$ cat src/rtl/note_voice_envelope.sv
// Single-voice note front end: fetches the phase increment from a synchronous period ROM
// and runs a linear attack/sustain/release volume envelope stepped by a frame strobe.
module note_voice_envelope #(
    parameter int unsigned PHASE_W = 16,
    parameter int unsigned VOL_MAX = 15
) (
    input  logic               i_clk,
    input  logic               i_rst_n,
    input  logic               i_note_valid,
    input  logic [5:0]         i_note,
    input  logic [3:0]         i_instrument,
    input  logic               i_frame_stb,
    output logic [5:0]         o_freq_rom_addr,
    input  logic [PHASE_W-1:0] i_freq_rom_data,
    output logic [PHASE_W-1:0] o_phase_inc,
    output logic [3:0]         o_volume,
    output logic               o_gate,
    output logic               o_busy
);

    typedef enum logic [2:0] {
        StIdle,
        StLookup,
        StLoad,
        StAttack,
        StSustain,
        StRelease
    } state_e;

    state_e             state_q, state_d;
    logic [5:0]         addr_q, addr_d;
    logic [3:0]         instr_q, instr_d;
    logic [PHASE_W-1:0] phase_q, phase_d;
    logic [3:0]         vol_q, vol_d;

    logic [4:0] vol_up;
    logic [3:0] rel_step;

    // Attack sum kept at 5 bits so saturation can be detected before truncation.
    assign vol_up   = {1'b0, vol_q} + {3'b000, instr_q[1:0]} + 5'd1;
    assign rel_step = {2'b00, instr_q[3:2]} + 4'd1;

    always_comb begin
        state_d = state_q;
        addr_d  = addr_q;
        instr_d = instr_q;
        phase_d = phase_q;
        vol_d   = vol_q;

        if (i_note_valid && (i_note != 6'd0)) begin
            addr_d  = i_note;
            instr_d = i_instrument;
            state_d = StLookup;
        end else if (i_note_valid) begin
            // Rest: fade out if anything is audible, otherwise fall straight to idle.
            if (vol_q == 4'd0) begin
                state_d = StIdle;
                phase_d = '0;
            end else begin
                state_d = StRelease;
            end
        end else begin
            unique case (state_q)
                StLookup: state_d = StLoad;
                StLoad: begin
                    phase_d = i_freq_rom_data;
                    vol_d   = 4'd0;
                    state_d = StAttack;
                end
                StAttack: begin
                    if (i_frame_stb) begin
                        if (vol_up >= 5'(VOL_MAX)) begin
                            vol_d   = 4'(VOL_MAX);
                            state_d = StSustain;
                        end else begin
                            vol_d = vol_up[3:0];
                        end
                    end
                end
                StRelease: begin
                    if (i_frame_stb) begin
                        if (vol_q <= rel_step) begin
                            vol_d   = 4'd0;
                            phase_d = '0;
                            state_d = StIdle;
                        end else begin
                            vol_d = vol_q - rel_step;
                        end
                    end
                end
                default: ;
            endcase
        end
    end

    always_ff @(posedge i_clk or negedge i_rst_n) begin
        if (!i_rst_n) begin
            state_q <= StIdle;
            addr_q  <= 6'd0;
            instr_q <= 4'd0;
            phase_q <= '0;
            vol_q   <= 4'd0;
        end else begin
            state_q <= state_d;
            addr_q  <= addr_d;
            instr_q <= instr_d;
            phase_q <= phase_d;
            vol_q   <= vol_d;
        end
    end

    assign o_freq_rom_addr = addr_q;
    assign o_phase_inc     = phase_q;
    assign o_volume        = vol_q;
    assign o_gate          = (state_q == StAttack) || (state_q == StSustain);
    assign o_busy          = (state_q != StIdle);

endmodule

$ cat config.mk
export PLATFORM = sky130hd
export DESIGN_NAME = note_voice_envelope
export DESIGN_NICKNAME = d
export VERILOG_FILES = /design/src/rtl/note_voice_envelope.sv
export SDC_FILE = /design/constraint.sdc
export NUM_CORES = 1
export LEC_CHECK = 0
export ABC_AREA = 1
export CAP_MARGIN = 15
export CORE_ASPECT_RATIO = 1.4
export CORE_UTILIZATION = 32
export DETAILED_ROUTE_END_ITERATION = 10
export RECOVER_POWER = 25
export SLEW_MARGIN = 10
export SYNTH_ARGS = -nofsm -noshare
export SYNTH_HDL_FRONTEND = slang
export SYNTH_SLANG_ARGS = --single-unit
$ cat constraint.sdc
create_clock -name i_clk -period 2.16 [get_ports i_clk]
set_input_delay 0.324 -clock i_clk [delete_from_list [all_inputs] [get_ports i_clk]]
set_output_delay 0.324 -clock i_clk [all_outputs]
set_load 0.03 [all_outputs]
==> results.txt <==
- Unrepaired setup endpoints after global routing: no
- Global-route usage over all layers: 0.163
- The layout has roughly 600 filler cells.
- Of the total power, the clock network draws 0.149.
* Worst IR drop on VDD: 0.000674 V
- Initial antenna violation count: 0
* Largest net degree at the start of global routing: 34
* Total net switching power: ~0.0015 W
* Post-CTS setup repair buffer count: 0
* Synthesis-stage register bit count: 33
- The synthesized netlist occupies a cell area of about 1900 um2.
- Post-route fraction of the period consumed by the critical path: 0.921
- The initialized floorplan defines 33 standard-cell rows.
- Switching portion of total power: 0.451
* Number of vias in the routed layout: 1746
- The floorplan step defined a die boundary enclosing ~6300 um2.
- Compared with the post-synthesis result, the final layout area differs by 40.8%.
- # IOs: a little under 60
- The first routing iteration left 61 violations.
* Vias in the first global route: approximately 1800
* Final Slew Violations: 0
- Wire length of the first global-routing pass: just under 8000 um
* Share of post-route cells with drive strength above 1: 0.133
- Number of cells produced by synthesis: roughly 240
- Final Hold Vio Count: 0
- Portion of total power attributed to combinational logic: 0.557
- For this run the aggregate overflow at the end of global routing stands at 0.
* Starting utilization of the core area: 0.331
- Number of levels in the clock H-tree: 2
* Minimum clock period after layout: 1.99 ns
* Internal power consumption: ~0.0019 W
- Synth warnings: 0
- Arrival time at the worst endpoint: 2.21 ns
- Maximum buffer depth of the clock tree: 2
- The first detailed-routing pass ran for 4 iterations.
- The later pin in the worst-skew pair is clocked with a latency of approximately 0.29 ns.
- Clock root buffer: clkbuf_8
- Largest fanout of any net on the critical path: 18
- Setup crit end kind: flop
- Type of element launching the critical path: flop
- After detailed routing, the number of remaining DRC violations is 0.
- Post-synthesis cell type count: 26
* Number of endpoints failing setup at the final stage: 0
* Die height: approximately 94 um
- Standby leakage power: approximately 1.3 nW
* Critical Path RT: between 2 and 2.5 ns
* Type of the setup path with the least slack: reg2reg
* Worst hold slack across all endpoints: 0.486 ns
* Final Routed Wirelength: 4510 um
- Setup TNS Final: 0 ns
- Derived from the worst setup path, the maximum achievable clock frequency is approximately 500 MHz.
* Clock tree from TritonCTS: built
* Final standard cell count with taps included and fillers excluded: between 300 and 400
- After synthesis, the mean cell area works out to between 7 and 8 um2.
- Total power per unit cell area: 1250 nW/um2
- The core region is slightly below 6000 um2.
- TritonCTS created 5 clock buffers.
- 0 antenna diodes ended up in the layout.
- Detailed placement finished with a half-perimeter wire length of around 3500 um.
- Max-cap violations in this run came to 0.
- The share of total power dissipated in sequential elements is 0.293.
* Seq/Total Area, Yosys: 0.429
* Post-detailed-route via-to-cell ratio: between 4 and 5
* Overall power consumption: between 0.003 and 0.004 W
- Number of instances in the placed design: 370
- The congestion estimate from routability-driven global placement came to a little under 0.9.
- Die Wd: just under 70 um
- Number of nets produced by synthesis: between 200 and 300
* Net total in the final layout: 345
* Final ANT Viol Nets: 0
- Between clock sinks in the finished design, the worst skew comes to between 0.004 and 0.005 ns.
* Number of sinks handled by clock tree synthesis: 33
- The flow ran to the end, and the final reports show no timing, DRC or antenna violations.
* Slew at the pin with the worst max-slew slack: around 0.85 ns
* Normalized max-slew margin: 0.432
* Average detailed-routed wire length per instance: 11.9 um
- IO Port Bufs: 57
- Clock edge transition at the registers on the reported setup and hold paths: around 0.08 ns
- HP Class: reg2reg
==> synth_stat cells, drive strengths merged <==
cell type	count	area share
clkinv	2	0.0045
or2	1	0.0033
nor2	11	0.025
nand3b	1	0.0039
nand4	3	0.0098
nand2	91	0.18
nand3	19	0.062
inv	28	0.055
o21ai	29	0.11
xor2	1	0.0046
fa	2	0.021
buf	6	0.030
ha	6	0.039
a21oi	5	0.013
dfrtp	33	0.43
nor3	3	0.010
==> path summary, 6_finish.rpt <==
check / endpoint / cells after the start / startpoint / slack (ns)
max in group asynchronous: o_phase_inc[7] / 2 / i_rst_n / 0.96
hold reg to reg: o_phase_inc[12] / 2 / o_phase_inc[12] / 0.49
setup / recovery: o_phase_inc[1] / 12 / instr_q[2] / 0.17
min in group asynchronous: o_phase_inc[13] / 2 / i_rst_n / 0.66
hold / removal: o_phase_inc[12] / 2 / o_phase_inc[12] / 0.49
setup reg to reg: o_phase_inc[1] / 12 / instr_q[2] / 0.17
==> cell families after synthesis <==
family,share of synthesized area
compound gates,0.120
xor+xnor,0.00455
buf+inv,0.0891
flops,0.429
fa+ha+maj,0.0598
simple gates,0.298
==> power by group through the flow <==
| stage | registers (W) | clock network (W) | logic, W |
|---|---|---|---|
| final | 0.000993 | 0.000505 | 0.00189 |
| after global routing | 0.00103 | 0.000544 | 0.00206 |
| after CTS | 0.000998 | 0.000516 | 0.00191 |
| after detailed placement | 0.000999 | 0 | 0.00191 |
| after global placement | 0.00100 | 0 | 0.00188 |
| after floorplan | 0.00135 | 0 | 0.000865 |
==> area by class of cell <==
cell class              instances  area [um2]  share of cell area
multi-input cells             172         930               0.343
flip-flops and latches         33         826               0.305
clock buffers                   6        82.6              0.0305
inverters                      30         114              0.0420
well taps                      70        87.6              0.0323
clock inverters                 2        13.8             0.00508
repair buffers                 65         656               0.242
==> layer usage <==
| layer | part of all wire | global-route usage | vias up | wire [um] |
|---|---|---|---|---|
| li1 | - | - | 889 | - |
| met1 | 0.43 | 0.184 | 804 | 1930 |
| met2 | 0.51 | 0.287 | 47 | 2320 |
| met3 | 0.046 | 0.0413 | 6 | 206 |
| met4 | 0.013 | 0.0514 | 0 | 58 |
| met5 | 0 | 0 | - | 0 |
==> state kept, by name, indices dropped and copies added (netlist names) <==
| name | cells |
|---|---|
| o_volume | 4 |
| o_freq_rom_addr | 6 |
| state_q | 3 |
| o_phase_inc | 16 |
| instr_q | 4 |
==> metrics by stage <==
stage / utilization / setup slack (ns) / cell area [um2]
floorplan: - / 0.0765 / 1920
global placement: 0.448 / 0.153 / 2610
detailed placement: 0.448 / 0.110 / 2610
CTS: 0.465 / 0.0704 / 2710
global route: 0.465 / 0.00681 / 2710
finish: 0.465 / 0.170 / 2710
==> what timing repair did <==
item,in CTS,in global routing
endpoints found under the setup margin,0,19
hold buffers,0,0
resized for setup,0,2
==> cells in the final DEF (no fill, tap or decap), types with 2 or more instances in the layout <==
cell             synthesis  layout
nand4_1                  3       3
ha_1                     6       6
buf_12                   1       2
nor2_1                  10      10
buf_4                    0       5
o21ai_2                 16      16
a21oi_1                  5       5
dfrtp_1                 33      33
nand2_1                 89      89
o21ai_0                 11      11
clkdlybuf4s50_1          0      55
nor3_1                   2       2
nand3_1                 17      17
nand3_4                  2       2
o21ai_1                  2       2
clkbuf_8                 0       6
clkinv_2                 1       2
inv_1                   28      28
==> worst max-delay path: stages (launching register included) <==
cell and delay [ns]:
dfrtp_1 0.38, ha_1 0.33, fa_2 0.38, inv_1 0.06, nand3_1 0.06, nand2_1 0.10
nand3_4 0.08, nand2_1 0.09, nand2_2 0.06, nand2_4 0.08, buf_12 0.16, nand2_1 0.08
o21ai_2 0.05
(Power assumes the default switching activity.)
